## config.mk

```make
export PLATFORM = sky130hd
export DESIGN_NAME = wb_xfer_initiator
export DESIGN_NICKNAME = d
export VERILOG_FILES = /design/src/rtl/wb_xfer_pkg.sv /design/src/rtl/wb_xfer_timeout.sv /design/src/rtl/wb_xfer_initiator.sv
export SDC_FILE = /design/constraint.sdc
export NUM_CORES = 1
export LEC_CHECK = 0
export BUFFER_PORTS_ARGS = -buffer_cell sky130_fd_sc_hd__clkbuf_2
export CORE_ASPECT_RATIO = 1.25
export CORE_MARGIN = 1.5
export CORE_UTILIZATION = 35
export CTS_BUF_LIST = sky130_fd_sc_hd__clkbuf_8
export DETAILED_ROUTE_END_ITERATION = 7
export GPL_TIMING_DRIVEN = 0
export PLACE_DENSITY_LB_ADDON = 0.08
export SYNTH_ARGS = -nofsm -noshare
export SYNTH_HDL_FRONTEND = slang
export SYNTH_SLANG_ARGS = --single-unit
```

## constraint.sdc

```tcl
create_clock -name i_clk -period 6.2 [get_ports i_clk]
set_clock_uncertainty 0.05 [all_clocks]
set_input_delay 0 -clock i_clk [delete_from_list [all_inputs] [get_ports i_clk]]
set_output_delay 0 -clock i_clk [all_outputs]
set_load 0.01 [all_outputs]
```

## src/rtl/wb_xfer_pkg.sv

```systemverilog
// Shared definitions for the Wishbone block-transfer initiator:
// FSM state encoding, completion status codes and a counter-sizing helper.
package wb_xfer_pkg;

    localparam logic [1:0] ST_IDLE = 2'd0;
    localparam logic [1:0] ST_BUS  = 2'd1;
    localparam logic [1:0] ST_DONE = 2'd2;

    localparam logic [1:0] STATUS_OK      = 2'b00;
    localparam logic [1:0] STATUS_BUS_ERR = 2'b01;
    localparam logic [1:0] STATUS_TIMEOUT = 2'b10;

    // Bits needed to hold 0..n-1, never less than one.
    function automatic int ctr_width(input int n);
        return (n > 1) ? $clog2(n) : 1;
    endfunction

endpackage

```

## src/rtl/wb_xfer_timeout.sv

```systemverilog
// Per-beat stall watchdog: counts enabled cycles and flags expiry on the
// TIMEOUT-th consecutive stalled cycle since the last clear.
module wb_xfer_timeout
    import wb_xfer_pkg::*;
#(
    parameter int TIMEOUT = 256
) (
    input  logic i_clk,
    input  logic i_rst_n,
    input  logic i_clear,
    input  logic i_en,
    output logic o_expired
);

    localparam int              CW   = ctr_width(TIMEOUT);
    localparam logic [CW-1:0]   LAST = CW'(TIMEOUT - 1);

    logic [CW-1:0] r_count;

    assign o_expired = i_en && (r_count == LAST);

    always_ff @(posedge i_clk or negedge i_rst_n) begin
        if (!i_rst_n) begin
            r_count <= '0;
        end else if (i_clear) begin
            r_count <= '0;
        end else if (i_en && !o_expired) begin
            r_count <= r_count + 1'b1;
        end
    end

endmodule

```

## src/rtl/wb_xfer_initiator.sv

```systemverilog
// Wishbone classic initiator running incrementing single-beat bursts of
// req_len words, streaming read data out and write data in.
module wb_xfer_initiator
    import wb_xfer_pkg::*;
#(
    parameter int ADDR_WIDTH = 32,
    parameter int DATA_WIDTH = 32,
    parameter int TIMEOUT    = 256
) (
    input  logic                      i_clk,
    input  logic                      i_rst_n,
    input  logic                      i_req_valid,
    output logic                      o_req_ready,
    input  logic [ADDR_WIDTH-1:0]     i_req_addr,
    input  logic [15:0]               i_req_len,
    input  logic                      i_req_we,
    input  logic [DATA_WIDTH-1:0]     i_wr_data,
    input  logic                      i_wr_valid,
    output logic                      o_wr_ready,
    output logic [DATA_WIDTH-1:0]     o_rd_data,
    output logic                      o_rd_valid,
    output logic                      o_done,
    output logic [1:0]                o_status,
    output logic [ADDR_WIDTH-1:0]     o_adr,
    output logic [DATA_WIDTH-1:0]     o_dat_w,
    input  logic [DATA_WIDTH-1:0]     i_dat_r,
    output logic                      o_cyc,
    output logic                      o_stb,
    output logic                      o_we,
    output logic [DATA_WIDTH/8-1:0]   o_sel,
    input  logic                      i_ack,
    input  logic                      i_err
);

    localparam logic [ADDR_WIDTH-1:0] ADDR_STEP = ADDR_WIDTH'(DATA_WIDTH / 8);

    logic [1:0]            r_state;
    logic [ADDR_WIDTH-1:0] r_addr;
    logic [15:0]           r_len;
    logic [15:0]           r_beat;
    logic                  r_we;
    logic [1:0]            r_status;

    logic w_in_bus;
    logic w_stb;
    logic w_ack_ok;
    logic w_err;
    logic w_stall;
    logic w_last;
    logic w_expired;
    logic w_to_clear;

    assign w_in_bus = (r_state == ST_BUS);
    // A write beat only strobes once the stream has data for it.
    assign w_stb    = w_in_bus && (r_we ? i_wr_valid : 1'b1);
    // err wins over a simultaneous ack; both are ignored with stb low.
    assign w_err    = w_stb && i_err;
    assign w_ack_ok = w_stb && i_ack && !i_err;
    assign w_stall  = w_stb && !i_ack && !i_err;
    assign w_last   = (r_beat == r_len - 16'd1);
    assign w_to_clear = (r_state != ST_BUS) || w_ack_ok;

    assign o_req_ready = (r_state == ST_IDLE);
    assign o_done      = (r_state == ST_DONE);
    assign o_status    = r_status;
    assign o_cyc       = w_in_bus;
    assign o_stb       = w_stb;
    assign o_we        = w_in_bus && r_we;
    assign o_sel       = w_in_bus ? '1 : '0;
    assign o_adr       = r_addr;
    assign o_dat_w     = (w_in_bus && r_we) ? i_wr_data : '0;
    assign o_rd_data   = i_dat_r;
    assign o_rd_valid  = w_ack_ok && !r_we;
    assign o_wr_ready  = w_ack_ok && r_we;

    wb_xfer_timeout #(
        .TIMEOUT (TIMEOUT)
    ) u_timeout (
        .i_clk     (i_clk),
        .i_rst_n   (i_rst_n),
        .i_clear   (w_to_clear),
        .i_en      (w_stall),
        .o_expired (w_expired)
    );

    always_ff @(posedge i_clk or negedge i_rst_n) begin
        if (!i_rst_n) begin
            r_state  <= ST_IDLE;
            r_addr   <= '0;
            r_len    <= '0;
            r_beat   <= '0;
            r_we     <= 1'b0;
            r_status <= STATUS_OK;
        end else begin
            case (r_state)
                ST_IDLE: begin
                    if (i_req_valid) begin
                        r_addr <= i_req_addr;
                        r_len  <= i_req_len;
                        r_we   <= i_req_we;
                        r_beat <= '0;
                        if (i_req_len == 16'd0) begin
                            r_status <= STATUS_OK;
                            r_state  <= ST_DONE;
                        end else begin
                            r_state  <= ST_BUS;
                        end
                    end
                end
                ST_BUS: begin
                    if (w_err) begin
                        r_status <= STATUS_BUS_ERR;
                        r_state  <= ST_DONE;
                    end else if (w_ack_ok) begin
                        r_addr <= r_addr + ADDR_STEP;
                        r_beat <= r_beat + 16'd1;
                        if (w_last) begin
                            r_status <= STATUS_OK;
                            r_state  <= ST_DONE;
                        end
                    end else if (w_expired) begin
                        r_status <= STATUS_TIMEOUT;
                        r_state  <= ST_DONE;
                    end
                end
                ST_DONE: r_state <= ST_IDLE;
                default: r_state <= ST_IDLE;
            endcase
        end
    end

endmodule

```

* Word level (Yosys, flattened, before mapping)
Cells that the tools add are included.
** Word-level totals
- Logic and storage cells :: 72
- Output and inout port bits :: 109
- Register bits :: 77
** Cells by class
- $add $sub $neg :: 4
- Reduce and logical (&&, ||, !) cells :: 24
- Equality and inequality tests :: 11
- Multiplexer cells :: 26
** Operator list (count)
- 32-bit two-way mux :: 4
- 32-bit case mux with 2 select lines :: 1
- 16-bit two-way mux :: 3
- 32-bit by 3-bit adder with 32-bit output (second input constant) :: 1
- 16-bit case mux with 2 select lines :: 1
- 2-bit two-way mux :: 11
- 16-bit by 1-bit adder with 16-bit output (second input constant) :: 1
- 16-bit equality test :: 1
- 16-bit zero test :: 1
- 8-bit two-way mux :: 2
- 16-bit by 1-bit subtractor with 16-bit output (second input constant) :: 1
- 1-bit logical AND :: 11
- 8-bit by 1-bit adder with 8-bit output (second input constant) :: 1
- 8-bit equality test (second input constant) :: 1
- 2-bit case mux with 2 select lines :: 2
- 2-bit by 1-bit != test with 1-bit output (second input constant) :: 3
- 5-bit AND reduction :: 1
- 1-bit zero test :: 4
- 4-bit two-way mux :: 1
- 2-bit != test (second input constant) :: 2
- 4-bit by 1-bit != test with 1-bit output (second input constant) :: 1
- 4-bit by 2-bit != test with 1-bit output (second input constant) :: 1
- 4-bit AND reduction :: 1
- 2-bit nonzero test :: 2
- 7 further kinds :: 7

* Logic depth before layout (Yosys ltp)
Gate-level depths: netlist of run 1.
- Depth in word-level cells :: 9
- Mapped depth :: 11

* Hierarchy
Synthesis of run 1 repeated with hierarchy kept, for this count alone.
** Unflattened totals
- Cell total of the unflattened synthesis :: 613
- Area total of the unflattened synthesis :: 5106.1 µm²
** Modules (own cells, without submodules)
- wb_xfer_initiator :: seq. area each 1726.7 µm², instances 1, cells an instance 563, area an instance 4633.2 µm²
- wb_xfer_timeout :: seq. area each 200.2 µm², instances 1, cells an instance 50, area an instance 473.0 µm²

* Worst setup path before layout of run 1
OpenSTA, ideal clock, no wires.
- Kind :: reg-to-reg
- Start :: register r_len[0]
- End :: register r_status[0] (netlist: o_status[0])
- Setup slack :: 3.610 ns
- Data required time :: 6.021 ns
- Period minus slack after synthesis :: 2.590 ns
- Data arrival time :: 2.411 ns
- Path buffers :: 2
- Cell stages (with the launch flop) :: 12
- Cell sequence :: dfrtp_1 clkbuf_1 inv_1 ha_1 buf_2 or4b_4 nor4b_2 nor4b_1 nor4_2 nand4_1 o311ai_1 nand2_1
** Between the ends
- Word-level cells in the longest chain between the ends :: 4
** RTL lines
- start: declaration :: RTL line wb_xfer_initiator.sv:39 : logic [15:0] r_len;
- start signal: assignment :: RTL line wb_xfer_initiator.sv:99 : r_len <= i_req_len;
- 16-bit by 1-bit subtractor with 16-bit output :: RTL line wb_xfer_initiator.sv:60 : assign w_last = (r_beat == r_len - 16'd1);
- 16-bit equality test :: RTL line wb_xfer_initiator.sv:60
- 4-bit by 2-bit != test with 1-bit output (no source line)
- 5-bit AND reduction (no source line)
- end signal: assignment :: RTL line wb_xfer_initiator.sv:93 : r_status <= STATUS_OK;
- end signal: assignment :: RTL line wb_xfer_initiator.sv:103 : r_status <= STATUS_OK;
- end signal: assignment :: RTL line wb_xfer_initiator.sv:112 : r_status <= STATUS_BUS_ERR;
- end: declaration :: RTL line wb_xfer_initiator.sv:42 : logic [1:0] r_status;
Every way passes these cells.
A chain may end at the register's enable or synchronous reset.

* Worst setup path in the final report of run 1
Ends and elaborated chain as after synthesis.

==> results.json, run 1 <==
{
  "cts_resized": 0,
  "drv_cap": 0,
  "worstReg2RegStart": "r_len[0]",
  "reg2regPathDepth": 12,
  "grt_pass1_wl_um": 25200,
  "period_needed_ps": 3600,
  "r2r_slack_ps": 2600,
  "powerDensity_nw_per_um2": 405,
  "swShare": 0.446,
  "path_max_fanout": 9,
  "layout_common_cells": "clkbuf_2, dfrtp_1, nor2_1",
  "clk_latency_ps": 370,
  "dr.pass1.iters": 4,
  "gp_congestion": 0.847,
  "final_common_cell": "clkbuf_2",
  "fp-row-count": 48,
  "cellLeakagePower_uw": 0.00334,
  "cts_made_buffers": 9,
  "synth.area.top_cells": "dfrtp_1, buf_4, a21oi_1",
  "critPathLaunchType": "flip-flop",
  "cp-startpoint": "r_len[0]",
  "num_vias": 5300,
  "grt_antenna_before_repair": 0,
  "area_growth_pct": 39.5,
  "io_pins": 228,
  "r2r-end": "o_status[0]",
  "peakVddDrop_mv": 0.210,
  "hp-class": "input port to asynchronous set/reset pin",
  "hpwlAfterDp_um": 12400,
  "syn_area_um2": 5020,
  "routed_wl_um": 16500,
  "nFillCells": 1371,
  "rsz0062_at_grt": "no",
  "die_w_um": 110,
  "drt_first_iter_violations": 201,
  "syn_avg_cell_area_um2": 8.58,
  "ys_async_sr_fraction": 1.00,
  "ys_warn_count": 0,
  "start_util": 0.360,
  "yosys.area_share.simple": 0.251,
  "synth_fa_ha_area_frac": 0.00997,
  "hold_viol": 0,
  "seq_area_frac_synth": 0.384,
  "finalSetupTns_ps": 0,
  "synth_edf_count": 0,
  "ant_nets": 0,
  "postPlaceCellArea_um2": 6250,
  "cts_setup_buffers": 0,
  "setup_slack_ps": 2600,
  "fin_crit_sh": 0.580,
  "pwr-share-comb": 0.512,
  "ctsHoldBuffers": 52,
  "endpoint_kind": "flip-flop",
  "path_clk_slew_ps": 80,
  "io_buffers": 195,
  "worstPathRequired_ps": 6400,
  "finalPower_uw": 2840,
  "p_switching_uw": 1270,
  "diodes": 0,
  "first_global_vias": 5087,
  "seq_power_share": 0.322,
  "finalMaxSlewViolations": 0,
  "netlist-cell-type-count": 59,
  "htree_levels": 3,
  "place_ws_ps": 3180,
  "cp.arrival_ps": 3800,
  "p_int_uw": 1570,
  "path_class": "flip-flop to flip-flop",
  "ys_seq_elements": 77,
  "status": "finished, final reports clean",
  "cts-root-buf": "clkbuf_8",
  "fin_nets": 967,
  "clkPwrFrac": 0.167,
  "tritoncts": "yes",
  "max_stage_delay_ps": 570,
  "routedWlPerCell_um": 16.1,
  "dieArea_um2": 15100,
  "fmax_mhz": 278,
  "synth_compound_area_frac": 0.151,
  "die_y_um": 137,
  "grt_overflow": 0,
  "synth_ff_type": "dfrtp_1",
  "synth_top_cell_by_area": "dfrtp_1",
  "syn_nets": 708,
  "cp_slowest_cell": "dlygate4sd3_1",
  "grt_util_all_layers": 0.217,
  "drc": 0,
  "synth_top_area_frac": 0.384,
  "synthMuxAreaShare": 0.0491,
  "core_um2": 13900,
  "cp_cell_sequence": "clkbuf_1, inv_1, ha_1, buf_2, or4b_4, nor4b_2, nor4b_1, nor4_2, nand4_1, o311ai_1, nand2_1, dlygate4sd3_1",
  "finalSetupViolCount": 0,
  "cts.sinks": 77,
  "grt_max_degree": 64,
  "synth_top_family_by_area": "simple AND/OR/NAND/NOR gates",
  "final_layout_size_suffix_gt1_frac": 0.327,
  "final_cell_area_um2": 7010,
  "vias_per_cell": 5.18,
  "timing.hold.ws_ps": 18.1,
  "clock_path_buffers": 2,
  "slew_headroom": 0.249,
  "tightest_slew_ps": 1120,
  "syn_inst": 585,
  "synth_xor_xnor_area_share": 0.0680
}
logic make-up (layout without fill, tap and decap cells):
group,after synthesis,count (layout)
buffers and inverters,79,343
multiplexers,22,22
AO/OA/AOI/OAI,125,125
flip-flops,77,77
XOR/XNOR,39,39
AND/OR/NAND/NOR,239,239
adder cells (fa/ha/maj),4,4
power by group through the flow:
stage	combinational [µW]	sequential (µW)	clock, µW
3_5_place_dp	1420	918	0
3_3_place_gp	1400	914	0
2_1_floorplan	894	909	0
6_report	1450	914	473
5_1_grt	1610	944	505
4_1_cts	1460	911	486
worst max-delay path, delay by kind of cell (launching register included):
kind / cells / cell delay, ps
buffers and inverters: 4 / 1100
and+or+nand+nor: 6 / 1530
adders and majority gates: 1 / 140
AOI/OAI and AO/OA: 1 / 290
DFF: 1 / 370
synth_stat cells, drive strengths merged, types with 4 or more instances:
| library cell | number |
|---|---|
| o21ai | 32 |
| nor4 | 10 |
| xor2 | 24 |
| dfrtp | 77 |
| a21oi | 49 |
| a2bb2oi | 4 |
| nor2 | 57 |
| mux2 | 21 |
| nand3 | 25 |
| inv | 8 |
| nand4 | 18 |
| nor3 | 13 |
| o22ai | 13 |
| nor2b | 5 |
| clkbuf | 31 |
| buf | 40 |
| nand2 | 44 |
| and4 | 9 |
| nand2b | 4 |
| xnor2 | 15 |
| and3 | 39 |
| ha | 4 |
worst max path at each step:
stage                     slack [ps]  cells after the start           to
after CTS                       2620                     12  o_status[0]
after detailed placement        3180                     11  o_status[0]
after floorplan                 3610                     11  o_status[0]
final                           2600                     12  o_status[0]
after global routing            2410                     12  o_status[0]
after global placement          3220                     11  o_status[0]
metal layers:
| metal | up-vias | global-route usage | part of all wire | wire length [µm] |
|---|---|---|---|---|
| met5 | - | 0 | 0 | 0 |
| met2 | 177 | 0.360 | 0.50 | 8270 |
| li1 | 2588 | - | - | - |
| met1 | 2509 | 0.279 | 0.42 | 6890 |
| met3 | 26 | 0.0333 | 0.057 | 942 |
| met4 | 0 | 0.0947 | 0.022 | 354 |
layout make-up:
| class | count | area (µm²) | area share |
|---|---|---|---|
| well taps | 175 | 219 | 0.0313 |
| inverters | 8 | 30.0 | 0.00429 |
| flip-flops and latches | 77 | 1930 | 0.275 |
| plain buffers | 71 | 410 | 0.0586 |
| multi-input cells | 429 | 2650 | 0.379 |
| repair buffers | 248 | 1530 | 0.218 |
| clock buffers | 10 | 138 | 0.0196 |
| clock inverters | 6 | 103 | 0.0146 |
through the flow:
step	std cells	util
detailed placement	956	0.448
finish	1024	0.503
CTS	1024	0.503
global placement	955	0.446
floorplan	585	-
global route	1024	0.503
sequential cells by signal (all words and copies together) (netlist names):
| register | flops |
|---|---|
| o_adr | 32 |
| o_status | 2 |
| u_timeout.r_count | 8 |
| r_state | 2 |
| r_we | 1 |
| r_len | 16 |
| r_beat | 16 |
Power figures use the tool's default switching activity.
==> run 2: changes to the inputs <==
- ABC_AREA: default -> 1
- clock period: 6.2 -> 3.7 ns (I/O delays scaled with it)
==> results.json, run 2 <==
{
  "path_max_fanout": 14,
  "ant_nets": 0,
  "rsz0062_at_grt": "no",
  "nFillCells": 1627,
  "drc": 0,
  "finalPower_uw": 5050,
  "tritoncts": "yes",
  "drt_first_iter_violations": 313,
  "cp.arrival_ps": 2470,
  "cts-root-buf": "clkbuf_8",
  "gp_congestion": 0.959,
  "drv_cap": 0,
  "postPlaceCellArea_um2": 6730,
  "synth.most_common_cell": "nand2_1",
  "syn_nets": 915,
  "status": "finished, final reports clean",
  "clock_path_buffers": 2,
  "core_um2": 15100,
  "critPathLaunchType": "flip-flop",
  "clk_latency_ps": 370,
  "ys_warn_count": 0,
  "period_needed_ps": 2520,
  "fmax_mhz": 397,
  "path_clk_slew_ps": 90,
  "io_buffers": 195,
  "cellLeakagePower_uw": 0.00397,
  "dieArea_um2": 16400,
  "seq_area_frac_synth": 0.352,
  "slew_headroom": 0.487,
  "routedWlPerCell_um": 14.7,
  "first_global_vias": 5806,
  "finalMaxSlewViolations": 0,
  "num_vias": 5993,
  "vias_per_cell": 4.73,
  "synth.cells.most_frequent": "nand2_1, inv_1, nor2_1",
  "grt_overflow": 0,
  "synth_top_area_frac": 0.352,
  "worstPathRequired_ps": 3650,
  "hold_viol": 0,
  "die_y_um": 143,
  "multi_input_area_um2": 2770,
  "synth.area.top_cells": "dfrtp_1, nand2_1, inv_1",
  "finalSetupTns_ps": 0,
  "grt_antenna_before_repair": 1,
  "instances_no_fill": 1266,
  "ys_async_sr_fraction": 1.00,
  "peakVddDrop_mv": 0.292,
  "hpwlAfterDp_um": 14500,
  "final_layout_size_suffix_gt1_frac": 0.269,
  "final_common_cell": "clkbuf_2",
  "cts.sinks": 77,
  "layout_common_cells": "clkbuf_2, nand2_1, inv_1",
  "cts_made_buffers": 9,
  "grt_util_all_layers": 0.228,
  "dr.pass1.iters": 4,
  "synth_top_cell_by_area": "dfrtp_1",
  "die_w_um": 115,
  "start_util": 0.361,
  "syn_avg_cell_area_um2": 6.90,
  "finalSetupViolCount": 0,
  "fin_crit_sh": 0.681,
  "fp-row-count": 50,
  "timing.hold.ws_ps": 23.5,
  "hp-class": "input port to flip-flop",
  "routed_wl_um": 18600,
  "area.sequential_um2": 1930,
  "path_class": "flip-flop to output port",
  "netlist-cell-type-count": 47,
  "largest_reg_flops": 32,
  "syn_inst": 792,
  "final_cell_area_um2": 7470,
  "io_pins": 228,
  "place_inst": 1196,
  "area_growth_pct": 36.5,
  "synth_ff_type": "dfrtp_1",
  "tightest_slew_ps": 762,
  "synth_edf_count": 0,
  "ys_seq_elements": 77,
  "cts_setup_buffers": 0,
  "powerDensity_nw_per_um2": 676,
  "grt_max_degree": 44,
  "fin_nets": 1175,
  "grt_pass1_wl_um": 28700,
  "htree_levels": 3,
  "r2r_slack_ps": 1370,
  "syn_area_um2": 5470,
  "endpoint_kind": "output port"
}
-- run 2: final cells by class --
| type | count | share of cell area |
|---|---|---|
| tap | 208 | 0.0349 |
| clock inverter | 7 | 0.0101 |
| timing repair buffer | 249 | 0.206 |
| inverter | 112 | 0.0563 |
| sequential | 77 | 0.258 |
| buffer | 57 | 0.0476 |
| antenna | 1 | 0.000335 |
| clock buffer | 9 | 0.0166 |
| multi-input combinational | 546 | 0.370 |
-- run 2: metrics by stage --
| step | worst slack [ps] | utilization |
|---|---|---|
| 2_1_floorplan | 1750 | - |
| 4_1_cts | 1160 | 0.493 |
| 5_1_grt | 1020 | 0.493 |
| 6_report | 1180 | 0.493 |
| 3_5_place_dp | 1330 | 0.445 |
| 3_3_place_gp | 1350 | 0.443 |
-- run 2: worst max-delay path, stage by stage, from the launching register on --
cell and delay [ps]:
dfrtp_1 410, inv_2 80, nand2_2 120, inv_1 110, clkbuf_1 430, clkbuf_1 600, buf_4 210, clkbuf_2 130
-- run 2: final timing paths --
| path | from | to | cells after the start |
|---|---|---|---|
| hold / removal | i_wr_valid | o_status[0] | 5 |
| setup / recovery | r_state[1] | o_sel[0] | 7 |
| setup reg to reg | r_state[1] | o_adr[4] | 8 |
| hold reg to reg | o_adr[0] | o_adr[0] | 2 |
| max in group asynchronous | i_rst_n | r_beat[2] | 3 |
| min in group asynchronous | i_rst_n | o_adr[21] | 2 |
-- run 2: logic make-up after synthesis --
group / after synthesis / share of synthesized area
XOR/XNOR: 28 / 0.0476
flip-flops: 77 / 0.352
buffers and inverters: 169 / 0.142
adder cells (fa/ha/maj): 4 / 0.00915
AND/OR/NAND/NOR: 409 / 0.336
AO/OA/AOI/OAI: 105 / 0.113
-- run 2: timing repair --
action                    in CTS  in global routing
gates resized for setup        0                  0
hold endpoints to repair      91                  0
hold buffers                  53                  0
-- run 2: power by group --
| group | total, µW | leakage (µW) | internal, µW | switching [µW] |
|---|---|---|---|---|
| clock | 687 | 0.0000918 | 314 | 373 |
| combinational | 2820 | 0.00291 | 1020 | 1800 |
| sequential | 1540 | 0.000970 | 1140 | 398 |
| total | 5050 | 0.00397 | 2480 | 2570 |
-- run 2: metal layers --
metal | global-route usage | wire length (µm)
met1 | 0.255 | 7130
met3 | 0.0407 | 1070
met4 | 0.0903 | 534
met2 | 0.425 | 9810
met5 | 0 | 0
==> run 3: changes to the inputs <==
- clock period: 3.7 -> 2 ns (I/O delays scaled with it)
==> results.json, run 3 (same netlist as run 2, synthesis figures left out) <==
{
  "timing.hold.ws_ps": 111,
  "hp-class": "input port to asynchronous set/reset pin",
  "fmax_mhz": 492,
  "tightest_slew_ps": 763,
  "cp_num_buf_inv": 0,
  "p_int_uw": 5070,
  "layout_common_cells": "clkbuf_2, nand2_1, inv_1",
  "place_ws_ps": -370,
  "nFillCells": 1597,
  "cts_made_buffers": 9,
  "cts.sinks": 77,
  "setup_slack_ps": -32.8,
  "io_buffers": 195,
  "finalMaxSlewViolations": 0,
  "finalSetupViolCount": 6,
  "first_global_vias": 5999,
  "hpwlAfterDp_um": 14500,
  "seq_power_share": 0.286,
  "final_layout_size_suffix_gt1_frac": 0.337,
  "p_switching_uw": 5130,
  "grt_util_all_layers": 0.234,
  "cts-root-buf": "clkbuf_8",
  "fin_nets": 1206,
  "start_util": 0.361,
  "num_vias": 6175,
  "peakVddDrop_mv": 0.552,
  "clk_latency_ps": 380,
  "routed_wl_um": 19200,
  "status": "finished, violations left",
  "swShare": 0.503,
  "fp-row-count": 50,
  "fin_crit_sh": 1.02,
  "vias_per_cell": 4.76,
  "largest_reg_flops": 32,
  "worstPathRequired_ps": 2250,
  "die_y_um": 143,
  "dieArea_um2": 16400,
  "cp_slowest_cell": "dfrtp_1",
  "cp_cell_sequence": "nand3_4, or2_4, nor2_4, nand2_4, nor2_8, nand2_4, nor2_4, nand2_2, nor3_2, nor2_1, o21ai_1",
  "tritoncts": "yes",
  "io_pins": 228,
  "crit_family": "simple AND/OR/NAND/NOR gates",
  "path_max_fanout": 5,
  "max_stage_delay_ps": 520,
  "critPathLaunchType": "flip-flop",
  "pwr-share-comb": 0.590,
  "hold_viol": 0,
  "ant_nets": 0,
  "path_class": "flip-flop to flip-flop",
  "finalSetupTns_ps": -105,
  "gp_congestion": 0.959,
  "endpoint_kind": "flip-flop",
  "dr.pass1.iters": 4,
  "clkPwrFrac": 0.124,
  "drc": 0,
  "die_w_um": 115,
  "grt_max_degree": 44,
  "grt_pass1_wl_um": 29500,
  "htree_levels": 3,
  "area_growth_pct": 46.9,
  "violations": "setup timing",
  "core_um2": 15100,
  "cp.arrival_ps": 2280,
  "grt_antenna_before_repair": 1,
  "clock_path_buffers": 2,
  "period_needed_ps": 2030,
  "powerDensity_nw_per_um2": 1270,
  "final_common_cell": "clkbuf_2",
  "rsz0062_at_grt": "yes",
  "drv_cap": 0,
  "path_clk_slew_ps": 90,
  "routedWlPerCell_um": 14.8,
  "slew_headroom": 0.487,
  "drt_first_iter_violations": 306,
  "grt_overflow": 0,
  "cellLeakagePower_uw": 0.00422
}
==> run 3: cell types whose count changed in the layout (fill, tap and decap cells not counted), moves of 4 or more <==
cell      delta
o21ai_0      -4
nand2_1      -7
buf_4       +27
nand2_4      +5
nor2_4       +9
nor2_1      -12
clkbuf_2     +8
clkbuf_1    -10
nand3_1      -4
o21ai_2      +4
==> run 3: timing repair <==
action / in CTS / in global routing
pin swaps: 7 / 25
resized for setup: 38 / 54
hold buffers: 54 / 0
endpoints found under the hold margin: 91 / 0
cloned: 0 / 0
endpoints found under the setup margin: 76 / 56
buffers inserted: 15 / 15
==> run 3: metrics by stage <==
stage          instances  total power (µW)  cell area, µm²   util
5_1_grt             1297             11100            8030  0.531
2_1_floorplan        792              6110            5470      -
3_3_place_gp        1195              8030            6700  0.443
6_report            1297             10200            8030  0.531
3_5_place_dp        1196              8030            6730  0.445
4_1_cts             1281              9840            7730  0.511
==> run 3: final timing paths <==
path	startpoint	end	slack, ps	cells past startpoint
worst max-delay path	o_adr[4]	o_adr[29]	-30	11
worst min-delay path	i_rst_n	o_adr[21]	110	2
worst max register to register	o_adr[4]	o_adr[29]	-30	11
worst min register to register	o_adr[0]	o_adr[0]	430	2
max in group asynchronous	i_rst_n	r_beat[0]	1150	3
min in group i_clk	i_wr_valid	u_timeout.r_count[6]	140	5
==> run 3: power by group through the flow <==
stage	registers (µW)	clock network, µW	logic [µW]
2_1_floorplan	2810	0	3300
3_3_place_gp	2890	0	5140
3_5_place_dp	2870	0	5160
4_1_cts	2860	1290	5680
5_1_grt	3000	1350	6720
6_report	2920	1270	6020
==> run 3: routing by layer <==
metal	track usage	vias to the layer above	wire (µm)
met1	0.262	2825	7350
met3	0.0369	36	996
li1	-	3087	-
met5	0	-	0
met2	0.433	227	10200
met4	0.105	0	617
==> run 3: area by class of cell <==
cell class                      count  area (µm²)  share of cell area
Multi-Input combinational cell    546        3030               0.377
Sequential cell                    77        1930               0.240
Timing Repair Buffer              280        1810               0.225
Inverter                          112         423              0.0526
Buffer                             57         383              0.0477
Tap cell                          208         260              0.0324
Clock buffer                        9         124              0.0154
Clock inverter                      7        75.1             0.00935
Antenna cell                        1        2.50            0.000312
